--- src/rtl/enigma_pkg.sv ---
// ============================================================================
// enigma_pkg : shared letter-code constants, rotor II wiring and mod-26 add
// Revision   : 1.0
// ============================================================================
`default_nettype none

package enigma_pkg;

  localparam int                    LETTER_W    = 6;
  localparam int                    NUM_LETTERS = 26;
  localparam logic [LETTER_W-1:0]   BAD_CODE    = 6'd63;

  localparam logic [LETTER_W-1:0] ROTOR2_WIRING [NUM_LETTERS] = '{
    6'd6,  6'd11, 6'd16, 6'd24, 6'd22, 6'd1,  6'd19, 6'd8,  6'd25,
    6'd3,  6'd15, 6'd18, 6'd5,  6'd10, 6'd0,  6'd13, 6'd9,  6'd2,
    6'd20, 6'd23, 6'd17, 6'd4,  6'd21, 6'd12, 6'd14, 6'd7
  };

  // Operands are assumed 0..25, so one conditional subtract is enough.
  function automatic logic [LETTER_W-1:0] mod26_add(
    input logic [LETTER_W-1:0] a,
    input logic [LETTER_W-1:0] b
  );
    logic [LETTER_W:0] sum;
    sum = {1'b0, a} + {1'b0, b};
    if (sum >= (LETTER_W+1)'(NUM_LETTERS))
      sum = sum - (LETTER_W+1)'(NUM_LETTERS);
    return sum[LETTER_W-1:0];
  endfunction

endpackage

`default_nettype wire

--- src/rtl/rotor2_wiring_rom.sv ---
// ============================================================================
// rotor2_wiring_rom : combinational rotor II forward wiring lookup
// Revision          : 1.0
// ============================================================================
`default_nettype none

module rotor2_wiring_rom
  import enigma_pkg::*;
(
  input  logic [LETTER_W-1:0] idx,
  output logic [LETTER_W-1:0] letter
);

  always_comb begin
    letter = BAD_CODE;
    if (idx < LETTER_W'(NUM_LETTERS))
      letter = ROTOR2_WIRING[idx[4:0]];
  end

endmodule

`default_nettype wire

--- src/rtl/forward_rotor2_step.sv ---
// ============================================================================
// forward_rotor2_step : stepping rotor II, forward path, valid/ready in and out
// Revision            : 1.0
// ============================================================================
`default_nettype none

module forward_rotor2_step
  import enigma_pkg::*;
#(
  parameter logic [LETTER_W-1:0] NOTCH = 6'd4
) (
  input  logic                clk,
  input  logic                rst_n,
  input  logic                load,
  input  logic [LETTER_W-1:0] load_pos,
  input  logic                step_in,
  input  logic                in_valid,
  output logic                in_ready,
  input  logic [LETTER_W-1:0] data_in,
  output logic                out_valid,
  input  logic                out_ready,
  output logic [LETTER_W-1:0] data_out,
  output logic                err,
  output logic [LETTER_W-1:0] pos_out,
  output logic                carry_out
);

  logic [LETTER_W-1:0] pos_q, pos_d;
  logic                out_valid_q, out_valid_d;
  logic [LETTER_W-1:0] data_out_q, data_out_d;
  logic                err_q, err_d;
  logic                carry_q, carry_d;

  logic                accept;
  logic                do_step;
  logic                bad_in;
  logic [LETTER_W-1:0] pos_next;
  logic [LETTER_W-1:0] pos_eff;
  logic [LETTER_W-1:0] rom_idx;
  logic [LETTER_W-1:0] rom_letter;

  assign in_ready = (!out_valid_q || out_ready) && !load;
  assign accept   = in_valid && in_ready;
  assign do_step  = accept && step_in;
  assign bad_in   = (data_in >= LETTER_W'(NUM_LETTERS));
  assign pos_next = mod26_add(pos_q, 6'd1);
  // The rotor steps before the character passes through it.
  assign pos_eff  = do_step ? pos_next : pos_q;
  assign rom_idx  = bad_in ? BAD_CODE : mod26_add(data_in, pos_eff);

  rotor2_wiring_rom u_rom (
    .idx    (rom_idx),
    .letter (rom_letter)
  );

  always_comb begin
    pos_d       = pos_q;
    out_valid_d = out_valid_q;
    data_out_d  = data_out_q;
    err_d       = err_q;
    carry_d     = do_step && (pos_q == NOTCH);

    // load blocks in_ready, so it never coincides with a step.
    if (load && (load_pos < LETTER_W'(NUM_LETTERS)))
      pos_d = load_pos;
    else if (do_step)
      pos_d = pos_next;

    if (accept) begin
      out_valid_d = 1'b1;
      data_out_d  = bad_in ? BAD_CODE : rom_letter;
      err_d       = bad_in;
    end else if (out_ready) begin
      out_valid_d = 1'b0;
    end
  end

  always_ff @(posedge clk or negedge rst_n) begin
    if (!rst_n) begin
      pos_q       <= '0;
      out_valid_q <= 1'b0;
      data_out_q  <= '0;
      err_q       <= 1'b0;
      carry_q     <= 1'b0;
    end else begin
      pos_q       <= pos_d;
      out_valid_q <= out_valid_d;
      data_out_q  <= data_out_d;
      err_q       <= err_d;
      carry_q     <= carry_d;
    end
  end

  assign out_valid = out_valid_q;
  assign data_out  = data_out_q;
  assign err       = err_q;
  assign pos_out   = pos_q;
  assign carry_out = carry_q;

endmodule

`default_nettype wire

--- config.mk ---
export PLATFORM = sky130hd
export DESIGN_NAME = forward_rotor2_step
export DESIGN_NICKNAME = d
export VERILOG_FILES = /design/src/rtl/enigma_pkg.sv /design/src/rtl/rotor2_wiring_rom.sv /design/src/rtl/forward_rotor2_step.sv
export SDC_FILE = /design/constraint.sdc
export NUM_CORES = 1
export LEC_CHECK = 0
export BUFFER_PORTS_ARGS = -buffer_cell sky130_fd_sc_hd__buf_4
export CORE_MARGIN = 1
export CORE_UTILIZATION = 39
export CTS_CLUSTER_DIAMETER = 100
export DETAILED_ROUTE_END_ITERATION = 6
export MAX_ROUTING_LAYER = met4
export PLACE_DENSITY = 0.62
export SLEW_MARGIN = 10
export SYNTH_ARGS = -nofsm -noshare
export SYNTH_HDL_FRONTEND = slang
export SYNTH_SLANG_ARGS = --single-unit
--- constraint.sdc ---
create_clock -name clk -period 5 [get_ports clk]
set_input_delay 1 -clock clk [delete_from_list [all_inputs] [get_ports clk]]
set_output_delay 1 -clock clk [all_outputs]
set_load 0.01 [all_outputs]
==> flow_summary.toml <==
[die]
std_cell_rows = 25
die-area_um2 = 5220
die_w_um = 72.2
ioPinCount = 34
die_height_um = 72.2
core_area_um2 = 4720
initial_core_util_pct = 40.7

[setup_path]
path_class = "reg2reg"
crit_chain = "ha_4, nand2_1, o31ai_2, a32oi_2, o21ai_2, o211ai_1, xnor2_1, or3_4, nand2_2, ha_1, a21oi_1, nand2_1, or4_4, a21boi_4, xnor2_2, nor2_2, inv_1, ha_2, mux2i_1, o21ai_0, nor4b_1, a211oi_1, o32a_1"
setup.worst_path.start_class = "register"
crit_slowest_cell = "or4_4"
critPathCaptureType = "register"
critPathTopFamily = "simple AND/OR/NAND/NOR gates"
worstPathArrival_ps = 4890
slowest_delay_ps = 510
crit_buf_inv = 1
crit_top_cell = "nand2_1"
crit_fanout = 7
cp.required_ps = 5120

[cells_and_area]
diodes = 0
drive_gt1_share_pct = 36.9
fillerInstances = 453
syn_to_final_growth_pct = 35.8
multi_input_area_um2 = 1570
nNetsFinal = 333
fin_cells = 362
final_area_um2 = 2610
seq_area_um2 = 378

[route]
wl_per_cell_um = 14.3
drcViolationCount = 0
final_antenna_net_count = 0
num_vias = 1989
initialDrtViolationCount = 123
viasPerCell = 5.49
wirelength_um = 5190
dr.pass1.iters = 4

[global_routing]
grt_pass1_vias = 1818
grt_max_degree = 16
antenna_found_initial = 0
track_usage_pct = 20.8
grt_pass1_wl_um = 8470
overflow = 0

[cts]
cts_hold_buf = 0
insertion_delay_ps = 240
clock_sinks = 15
cts_tree = "done"
clk_path_buf_depth = 2
htree_levels = 1
cts_buffers = 3
clk_pin_slew_ps = 60
cts.root.buffer_cell = "clkbuf_8"

[sta]
finalHoldViolCount = 0
layout_min_cycle_time_ps = 4760
finalSetupViolCount = 0
skew_ps = 1.80
worst_pin_slew_ps = 580
hold_ws_ps = 500
max_clock_freq_mhz = 210
slew_viol_final = 0
fin_crit_sh_pct = 95.3
slew_headroom_pct = 61.3

[synthesis]
synth-seq-cells = 15
synth_top_flop_cell = "dfrtp_1"
syn_area_per_cell_um2 = 8.26
yosys_warnings = 0
syn_inst = 233
synth_edf_count = 0
synth.distinct_cells = 62
synth_nets = 270
ys_seq_area_share_pct = 19.5
async_reset_ff_share_pct = 100
syn_area_um2 = 1920

[place]
port_buffers = 33
gp_congestion = 0.981
dpl.cell_count = 356
placed_area_um2 = 2460
hpwl_um = 4280

[power]
vdd_ir_drop_max_mv = 0.400
power.share.switching_pct = 48.7
p_per_area_nw_per_um2 = 816
p_seq_share_pct = 10.0
p_sw_w = 0.00104
pwr-share-clk_pct = 4.5
p_int_w = 0.00110
power.leakage_nw = 1.13
finalPower_w = 0.00213
p_comb_share_pct = 85.5

[flow_run]
cap_viol_max_count = 0

[worst_hold_path]
hp-class = "reg2reg"

[run_status]
status = "complete, no violations"
## cell usage in the layout, fill, tap and decap left out, types with 3 or more instances in the layout
master,netlist,layout
nand4_1,3,3
o21ai_0,13,9
o211ai_1,4,4
nor2_2,0,3
buf_4,0,65
xnor2_1,10,9
and2_1,4,4
a211oi_1,8,8
nor3_1,5,5
a211o_1,4,4
a31oi_1,3,3
o21ai_1,0,3
inv_1,13,12
mux2_2,5,5
nand3_1,10,10
ha_1,18,14
nand2_1,18,17
dfrtp_1,15,13
a21oi_1,9,8
clkbuf_8,0,3
nor2_1,22,18
o21a_1,3,3
mux2i_1,8,7
## power by group through the flow
stage,Sequential [W],Combinational (W),Clock [W]
2_1_floorplan,0.000216,0.00116,0
3_3_place_gp,0.000208,0.00169,0
3_5_place_dp,0.000209,0.00170,0
4_1_cts,0.000208,0.00170,0.0000981
5_1_grt,0.000220,0.00199,0.000104
6_report,0.000214,0.00182,0.0000960
## synth_stat cells, types with 3 or more instances
cell type | count | area [µm²]
a211o_1 | 4 | 35.0
a211oi_1 | 8 | 60.1
a21oi_1 | 9 | 45.0
a31oi_1 | 3 | 18.8
and2_1 | 4 | 25.0
clkbuf_1 | 5 | 18.8
dfrtp_1 | 15 | 375
ha_1 | 18 | 225
inv_1 | 13 | 48.8
mux2_2 | 5 | 56.3
mux2i_1 | 8 | 80.1
nand2_1 | 18 | 67.6
nand3_1 | 10 | 50.1
nand4_1 | 3 | 18.8
nor2_1 | 22 | 82.6
nor3_1 | 5 | 25.0
o211ai_1 | 4 | 30.0
o21a_1 | 3 | 22.5
o21ai_0 | 13 | 65.1
xnor2_1 | 10 | 87.6
## registers in the layout, indices dropped and copies added, names as in the netlist
signal / cells
pos_out: 6
out_valid: 1
err: 1
carry_out: 1
data_out: 6
## routing by layer
layer	GRT usage (%)	vias to the layer above	part of all wire, %
met1	29.1	929	50
met2	33.2	54	45
met3	1.39	2	4.4
met4	3.92	0	0.46
met5	-	-	0
li1	-	1004	-
## final timing paths
| path | from | to | slack, ps | cells past startpoint |
|---|---|---|---|---|
| worst min register to register | data_out[5] | data_out[5] | 500 | 2 |
| worst max-delay path | pos_out[1] | data_out[3] | 240 | 23 |
| worst max register to register | pos_out[1] | data_out[3] | 240 | 23 |
| min in group asynchronous | rst_n | carry_out | 600 | 1 |
| worst min-delay path | data_out[5] | data_out[5] | 500 | 2 |
| max in group asynchronous | rst_n | pos_out[0] | 4210 | 1 |
## worst reg2reg max path: stages, from the launching register on
cell and delay, ps:
dfrtp_2 460, ha_4 190, nand2_1 60, o31ai_2 250, a32oi_2 130, o21ai_2 190, o211ai_1 110, xnor2_1 170
or3_4 400, nand2_2 100, ha_1 240, a21oi_1 140, nand2_1 90, or4_4 510, a21boi_4 180, xnor2_2 90
nor2_2 150, inv_1 80, ha_2 200, mux2i_1 130, o21ai_0 90, nor4b_1 300, a211oi_1 90, o32a_1 290
## kinds of logic (layout without fill, tap and decap cells)
logic type	after synthesis	in the layout	share of synthesized area, %
AND/OR/NAND/NOR	78	78	20.1
AO/OA/AOI/OAI	75	75	29.6
buffers and inverters	20	82	4.36
adder cells (fa/ha/maj)	19	19	12.7
multiplexers	15	15	8.65
flip-flops	15	15	19.5
XOR/XNOR	11	11	5.01
## through the flow
stage / util (%) / TNS (ps) / setup WS [ps]
global route: 55.3 / -2.87 / -2.87
global placement: 52.1 / 0 / 31.2
CTS: 53.1 / 0 / 18.2
detailed placement: 52.1 / -43.1 / -43.1
finish: 55.3 / 0 / 237
floorplan: - / 0 / 37.4
## what timing repair did
| item | in CTS | in global routing |
|---|---|---|
| pin swaps | 0 | 13 |
| hold endpoints to repair | 0 | 0 |
| gates resized for setup | 2 | 24 |
| endpoints found under the setup margin | 1 | 6 |
| setup buffers | 0 | 2 |
## layout make-up
class                   instances  area share [%]
inverters                      13            1.87
repair buffers                 65            18.7
multi-input cells             198            60.1
flip-flops and latches         15            14.5
clock buffers                   4            1.72
well taps                      67            3.21
Note: power is estimated with default switching activity, not from simulation.
